File: src/rtl/demux_2_stream.sv
// Routes one valid/ready input stream into one of two independent FIFOs,
// each drained by its own valid/ready consumer, with per-output delivery counters.
module demux_2_stream #(
  parameter int WIDTH = 16,
  parameter int DEPTH = 2
) (
  input  logic             clk,
  input  logic             rst,
  input  logic             in_valid,
  output logic             in_ready,
  input  logic [WIDTH-1:0] in_data,
  input  logic             in_select,
  output logic             out0_valid,
  input  logic             out0_ready,
  output logic [WIDTH-1:0] out0_data,
  output logic             out1_valid,
  input  logic             out1_ready,
  output logic [WIDTH-1:0] out1_data,
  output logic [15:0]      count0,
  output logic [15:0]      count1
);

  localparam int AW = (DEPTH > 1) ? $clog2(DEPTH) : 1;

  // Occupancy is one bit wider than the pointers so that full and empty differ.
  localparam logic [AW:0]   OCC_FULL = (AW + 1)'(DEPTH);
  localparam logic [AW:0]   OCC_ONE  = (AW + 1)'(1);
  localparam logic [AW-1:0] PTR_ONE  = AW'(1);

  logic [WIDTH-1:0] mem0_q [DEPTH];
  logic [WIDTH-1:0] mem1_q [DEPTH];

  logic [1:0][AW-1:0] wr_ptr_q, wr_ptr_d;
  logic [1:0][AW-1:0] rd_ptr_q, rd_ptr_d;
  logic [1:0][AW:0]   occ_q,    occ_d;
  logic [1:0][15:0]   cnt_q,    cnt_d;

  logic [1:0] full;
  logic [1:0] empty;
  logic [1:0] push;
  logic [1:0] pop;
  logic [1:0] out_ready;

  always_comb begin
    out_ready = {out1_ready, out0_ready};
    for (int k = 0; k < 2; k++) begin
      full[k]  = (occ_q[k] == OCC_FULL);
      empty[k] = (occ_q[k] == '0);
    end
    // A full FIFO refuses even when it is being popped at the same edge.
    in_ready = in_select ? ~full[1] : ~full[0];
    push[0]  = ~rst & in_valid & in_ready & ~in_select;
    push[1]  = ~rst & in_valid & in_ready &  in_select;
    pop      = out_ready & ~empty;
  end

  always_comb begin
    wr_ptr_d = wr_ptr_q;
    rd_ptr_d = rd_ptr_q;
    occ_d    = occ_q;
    cnt_d    = cnt_q;
    for (int k = 0; k < 2; k++) begin
      if (push[k]) begin
        wr_ptr_d[k] = wr_ptr_q[k] + PTR_ONE;
      end
      if (pop[k]) begin
        rd_ptr_d[k] = rd_ptr_q[k] + PTR_ONE;
        cnt_d[k]    = cnt_q[k] + 16'd1;
      end
      case ({push[k], pop[k]})
        2'b10:   occ_d[k] = occ_q[k] + OCC_ONE;
        2'b01:   occ_d[k] = occ_q[k] - OCC_ONE;
        default: occ_d[k] = occ_q[k];
      endcase
    end
  end

  always_ff @(posedge clk or posedge rst) begin
    if (rst) begin
      wr_ptr_q <= '0;
      rd_ptr_q <= '0;
      occ_q    <= '0;
      cnt_q    <= '0;
    end else begin
      wr_ptr_q <= wr_ptr_d;
      rd_ptr_q <= rd_ptr_d;
      occ_q    <= occ_d;
      cnt_q    <= cnt_d;
    end
  end

  // Storage holds data only; its contents are meaningless until pointers cover them.
  always_ff @(posedge clk) begin
    if (push[0]) begin
      mem0_q[wr_ptr_q[0]] <= in_data;
    end
    if (push[1]) begin
      mem1_q[wr_ptr_q[1]] <= in_data;
    end
  end

  always_comb begin
    out0_valid = ~empty[0];
    out1_valid = ~empty[1];
    out0_data  = empty[0] ? '0 : mem0_q[rd_ptr_q[0]];
    out1_data  = empty[1] ? '0 : mem1_q[rd_ptr_q[1]];
    count0     = cnt_q[0];
    count1     = cnt_q[1];
  end

endmodule

File: config.mk
export PLATFORM = sky130hd
export DESIGN_NAME = demux_2_stream
export DESIGN_NICKNAME = d
export VERILOG_FILES = /design/src/rtl/demux_2_stream.sv
export SDC_FILE = /design/constraint.sdc
export NUM_CORES = 1
export LEC_CHECK = 0
export ABC_AREA = 1
export ABC_CLOCK_PERIOD_IN_PS = 4280
export CORE_MARGIN = 2
export CORE_UTILIZATION = 55
export DETAILED_ROUTE_END_ITERATION = 7
export GPL_TIMING_DRIVEN = 0
export PLACE_DENSITY = 0.85
export SYNTH_ARGS = -nofsm -noshare
export SYNTH_HDL_FRONTEND = slang
export SYNTH_SLANG_ARGS = --single-unit
File: constraint.sdc
create_clock -name clk -period 4.28 [get_ports clk]
set_input_delay 0.642 -clock clk [delete_from_list [all_inputs] [get_ports clk]]
set_output_delay 0.642 -clock clk [all_outputs]
set_load 0.1 [all_outputs]
==> metrics.md, run 1 <==
| Metric | Value |
|---|---|
| Die area | 8790 um2 |
| WL per Instance | 15.0 um |
| Cts bufs inserted | 9 |
| Simple-Gate Fraction of Synth Area | 17.7% |
| CP required | 3.64 ns |
| Layout Cells excl Fill | 607 |
| Layout Skew | 0.0148 ns |
| Post-synth top area cell | edfxtp_1 |
| Initial Utilization | 57.0% |
| Final antenna-violating net count | 0 |
| Cell Count Post-Placement | 591 |
| Via density per instance | 5.27 |
| Hold_buf cts | 0 |
| Clock H-tree levels | 3 |
| IO Pins | 89 |
| Vias in the first global route | 3170 |
| Util after Layout | 72.7% |
| Min Tclk post-route | 3.52 ns |
| Synth top area share | 43.4% |
| Fin Setup TNS | 0 ns |
| Gr ovfl total | 0 |
| Die width | 93.8 um |
| # fillers | 577 |
| Synth Flop Type | edfxtp_1 |
| Post-synthesis adder-cell area fraction | 1.13% |
| Worst setup EP type | primary output |
| Worst skew pair latency | 0.36 ns |
| Max Fclk | 0.284 GHz |
| IO buf count | 88 |
| CTS tree | yes |
| Worst Tran Pin Value | 1.01 ns |
| Worst rel slew slack | 32.7% |
| Compound-gate portion of the synthesized area | 4.43% |
| Final hold vios | 0 |
| Number of distinct library cells after synthesis | 28 |
| Share of layout cells above drive strength 1 | 7.72% |
| Setup CP Type | reg -> out |
| Net Count, Synth | 426 |
| Top cells by count, synth | nand2_1, edfxtp_1, dfrtp_1 |
| Nets | 526 |
| Area occupied by multi-input gates | 1320 um2 |
| Tcrit/Tclk final | 82.2% |
| Mapped Area | 4430 um2 |
| Clock sink count | 104 |
| Final slew viol count | 0 |
| Max clock buf depth | 2 |
| RSZ-0062 raised after global routing | false |
| First-pass GRT wire length | 15000 um |
| CTS root buffer | clkbuf_8 |
| Synth Warn # | 0 |
| Run status | complete, no violations |
| DRT Wirelength | 9090 um |
| Post-CTS Setup Inserts | 0 |
| Largest net degree at the start of global routing | 42 |
| Main combinational cell family by area after synthesis | simple AND/OR/NAND/NOR gates |
| WP data arrival | 2.88 ns |
| Core box area | 7770 um2 |
| Register area | 2920 um2 |
| Number of antenna cells inserted | 0 |
| Clock transition at path regs | 0.10 ns |
| Cts repair resizes | 0 |
| Ranking of synthesized cells by area | edfxtp_1, dfrtp_1, nand2_1, a21oi_1, xnor2_1 |
| Gate count after technology mapping | 400 |
| Startpoint Class | register |
| Total track usage | 22.4% |
| Initial antenna violation count | 0 |
| Area growth, synth to finish | 27.4% |
| Worst Hold Class | reg -> reg |
| Sequential area share after synthesis | 66.0% |
| DR iter-0 viols | 191 |
| Die height | 93.8 um |
| Most common cell in the synthesized netlist | nand2_1 |
| Max-cap violations | 0 |
| Yosys reg bits | 104 |
| Critical Path Fanout Max | 10 |
| Num rows | 32 |
| Post-synth ARST share | 38.5% |
| Placer congestion estimate | 0.818 |
| Syn Area/Cell | 11.1 um2 |
| Vias | 3197 |
| Post-Synth XOR/XNOR Area | 6.13% |
| DR DRC count | 0 |
| Multiplexer share of the synthesized area | 0.254% |
| Post-synth EDFFs | 64 |
| # setup viols final | 0 |
| Initial DRT Pass Iterations | 4 |
| Post-DP HPWL | 6180 um |
state kept, by name (all words and copies together) (netlist names):
signal	cells
mem0_q	32
wr_ptr_q	2
occ_q	4
mem1_q	32
count1	16
rd_ptr_q	2
count0	16
placed cells by master (no fill, tap or decap), drive strengths merged:
cell type      instances
nand2                115
nand3b                 1
edfxtp                64
nand3                 16
nor2                  31
buf                    8
nor3                   5
xor2                  15
o21bai                 1
xnor2                 16
clkbuf                13
a21oi                 34
dfrtp                 40
mux2                   1
clkinv                 4
inv                   39
o21ai                  3
ha                     4
clkdlybuf4s50         88
nand4                  7
layer usage:
layer	GRT usage, %	up-vias	wire length [um]
met5	0	-	0
met2	37.1	134	4530
met1	29.0	1542	3890
met3	5.70	10	562
li1	-	1511	-
met4	7.61	0	111
final timing paths:
path                                         start                endpoint  slack, ns  cells after the start
setup / recovery           rd_ptr_q[0]$_DFFE_PP0P_            out0_data[5]       0.76                      5
hold / removal              count0[15]$_DFFE_PP0P_  count0[15]$_DFFE_PP0P_       0.48                      1
setup reg to reg              occ_q[2]$_DFFE_PP0P_  mem0_q[0][8]$_DFFE_PP_       1.99                      7
hold reg to reg             count0[15]$_DFFE_PP0P_  count0[15]$_DFFE_PP0P_       0.48                      1
max in group asynchronous                      rst   count0[4]$_DFFE_PP0P_       2.96                      2
min in group asynchronous                      rst   count0[5]$_DFFE_PP0P_       0.79                      2
cells by family after synthesis:
logic type               after synthesis
AND/OR/NAND/NOR                      175
multiplexers                           1
buffers and inverters                 47
adder cells (fa/ha/maj)                4
XOR/XNOR                              31
AO/OA/AOI/OAI                         38
flip-flops                           104
per-stage QoR:
step | hold slack (ns) | setup slack [ns] | area [um2]
detailed placement | 0.473 | 0.532 | 5450
global route | 0.536 | 0.636 | 5640
global placement | 0.461 | -0.0392 | 5440
finish | 0.485 | 0.763 | 5640
CTS | 0.492 | 0.770 | 5640
floorplan | 0.532 | 1.27 | 4430
critical path: stages, from the launching register on:
cell,delay [ns]
dfrtp_1,0.33
buf_2,0.20
clkbuf_1,0.49
nand2_1,0.10
a21oi_1,0.24
clkdlybuf4s50_1,1.17
cell type report:
| type | instances | area share (%) |
|---|---|---|
| clock inverter | 6 | 1.11 |
| inverter | 37 | 2.46 |
| tap | 102 | 2.26 |
| multi-input combinational | 249 | 23.4 |
| buffer | 10 | 0.975 |
| clock buffer | 10 | 2.26 |
| sequential | 104 | 51.8 |
| timing repair buffer | 89 | 15.7 |
Power of run 1 is left out: the tool's default activity adds up to more than one toggle a clock period on the data nets, which glitch-free logic cannot reach.
==> inputs of run 2 (changes only) <==
--- a/config.mk
+++ b/config.mk
@@ -6,12 +6,12 @@
 export NUM_CORES = 1
 export LEC_CHECK = 0
 export ABC_AREA = 1
-export ABC_CLOCK_PERIOD_IN_PS = 4280
+export ABC_CLOCK_PERIOD_IN_PS = 3020
 export CORE_MARGIN = 2
-export CORE_UTILIZATION = 55
+export CORE_UTILIZATION = 46
 export DETAILED_ROUTE_END_ITERATION = 7
 export GPL_TIMING_DRIVEN = 0
-export PLACE_DENSITY = 0.85
+export PLACE_DENSITY = 0.75
 export SYNTH_ARGS = -nofsm -noshare
 export SYNTH_HDL_FRONTEND = slang
 export SYNTH_SLANG_ARGS = --single-unit
==> constraint.sdc (replaced) <==
create_clock -name clk -period 3.02 [get_ports clk]
set_input_delay 0.453 -clock clk [delete_from_list [all_inputs] [get_ports clk]]
set_output_delay 0.453 -clock clk [all_outputs]
set_load 0.1 [all_outputs]
==> metrics.md, run 2 (synthesized netlist as in run 1, its figures left out) <==
| Metric | Value |
|---|---|
| Hold_buf cts | 0 (unchanged) |
| Design Area, Final | 5590 um2 (-1.0%) |
| Clock transition at path regs | 0.10 ns (about the same) |
| Max Fclk | 0.343 GHz |
| Clock sink count | 104 (unchanged) |
| Post-route setup slack | 0.105 ns (-0.657 ns) |
| Die height | 102 um (+8.9%) |
| Total track usage | 18.5% (-3.9 points) |
| Min Tclk post-route | 2.91 ns |
| Worst Tran Pin Value | 1.00 ns (-0.00711 ns) |
| Tcrit/Tclk final | 96.5% |
| Run status | complete, no violations |
| # setup viols final | 0 (unchanged) |
| WP data arrival | 2.46 ns (-0.42 ns) |
| Largest net degree at the start of global routing | 42 (unchanged) |
| Share of layout cells above drive strength 1 | 11.7% (+4.0 points) |
| Initial antenna violation count | 0 (unchanged) |
| DP Worst Slack | -0.282 ns (-0.814 ns) |
| Worst setup EP type | primary output |
| Post-DP Area | 5480 um2 (+0.57%) |
| Critical Path Fanout Max | 8 (-2) |
| Most frequent cells in the layout | nand2_1, edfxtp_1, clkdlybuf4s50_1, dfrtp_1, inv_1 |
| IO buf count | 88 (unchanged) |
| Initial DRT Pass Iterations | 5 (+1) |
| Die width | 102 um (+8.9%) |
| DR iter-0 viols | 124 (-35%) |
| Cts bufs inserted | 9 (unchanged) |
| Min Hold Slack | 0.482 ns (-0.00321 ns) |
| Max clock buf depth | 2 (unchanged) |
| Core box area | 9280 um2 (+20%) |
| Hold depth | 1 (unchanged) |
| Most common cell after layout, fill and taps aside | nand2_1 |
| Vias in the first global route | 2975 (-6.2%) |
| Post-DP HPWL | 6260 um (+1.2%) |
| Number of antenna cells inserted | 0 (unchanged) |
| Slowest Stage Delay on Critical Path | 1.15 ns (-0.02 ns) |
| CP required | 2.57 ns (-1.07 ns) |
| # fillers | 776 (+34%) |
| IO Pins | 89 (unchanged) |
| Critical-path cell list | buf_2, clkinv_1, nand2_1, a21oi_1, clkdlybuf4s50_1 |
| DR DRC count | 0 (unchanged) |
| Max-cap violations | 0 (unchanged) |
| Gr ovfl total | 0 (unchanged) |
| Nets | 525 (-0.19%) |
| CTS root buffer | clkbuf_8 |
| Placer congestion estimate | 0.846 (+3.5%) |
| Worst rel slew slack | 33.1% (+0.48 points) |
| Initial Utilization | 47.7% (-9.3 points) |
| Worst Hold Class | reg -> reg |
| Clock H-tree levels | 3 (unchanged) |
| Vias | 3094 (-3.2%) |
| Die area | 10400 um2 (+19%) |
| Layout Skew | 0.0119 ns (-0.00289 ns) |
| Area growth, synth to finish | 26.1% |
| Cell Count Post-Placement | 617 (+4.4%) |
| First-pass GRT wire length | 14700 um (-2.1%) |
| Layout Cells excl Fill | 633 (+4.3%) |
| Num rows | 35 (+9.4%) |
| Final slew viol count | 0 (unchanged) |
| Setup CP Type | reg -> out |
| CTS tree | yes |
| RSZ-0062 raised after global routing | true |
| Startpoint Class | register |
| DRT Wirelength | 9180 um (+0.97%) |
| Final hold vios | 0 (unchanged) |
| Via density per instance | 4.89 (-7.2%) |
| Worst R2R Path Depth | 6 (-1) |
| Worst skew pair latency | 0.36 ns (about the same) |
| WL per Instance | 14.5 um (-3.2%) |
| Final antenna-violating net count | 0 (unchanged) |
| CP max stage cell | clkdlybuf4s50_1 |
-- run 2: through the flow --
| step | util, % | setup TNS [ns] |
|---|---|---|
| 4_1_cts | 60.7 | 0 |
| 3_5_place_dp | 59.0 | -8.97 |
| 5_1_grt | 60.2 | -3.27 |
| 3_3_place_gp | 58.9 | -40.66 |
| 2_1_floorplan | - | 0 |
| 6_report | 60.2 | 0 |
-- run 2: cell type report --
| class | count | area, um2 | area share [%] |
|---|---|---|---|
| Timing Repair Buffer | 88 | 803 | 14.4 |
| Clock buffer | 10 | 128 | 2.28 |
| Multi-Input combinational cell | 249 | 1320 | 23.7 |
| Buffer | 10 | 55.1 | 0.985 |
| Clock inverter | 6 | 53.8 | 0.963 |
| Tap cell | 129 | 161 | 2.89 |
| Sequential cell | 104 | 2920 | 52.3 |
| Inverter | 37 | 139 | 2.49 |
-- run 2: final timing paths --
| path | startpoint | end | slack (ns) |
|---|---|---|---|
| max in group asynchronous | rst | count0[11]$_DFFE_PP0P_ | 1.83 |
| min | count0[15]$_DFFE_PP0P_ | count0[15]$_DFFE_PP0P_ | 0.48 |
| max | rd_ptr_q[1]$_DFFE_PP0P_ | out1_data[3] | 0.11 |
| max reg2reg | occ_q[2]$_DFFE_PP0P_ | mem0_q[1][15]$_DFFE_PP_ | 0.94 |
| min in group asynchronous | rst | count0[5]$_DFFE_PP0P_ | 0.66 |
| min reg2reg | count0[15]$_DFFE_PP0P_ | count0[15]$_DFFE_PP0P_ | 0.48 |
-- run 2: metal layers --
layer	GRT usage, %	vias up	share of wire, %
met3	4.24	8	6.3
met2	30.1	98	48
met1	25.3	1477	45
met4	4.92	0	0.74
li1	-	1511	-
met5	0	-	0
-- run 2: critical path: cells and delay by family (launching register included) --
family          cells  cell delay [ns]
flops               1             0.37
buf+inv             3             1.52
compound gates      1             0.14
simple gates        1             0.08
-- run 2: timing repair --
item | CTS | global route
setup buffers | 0 | 0
setup endpoints to repair | 23 | 59
resized for setup | 27 | 44
Power of run 2 is left out for the same reason.
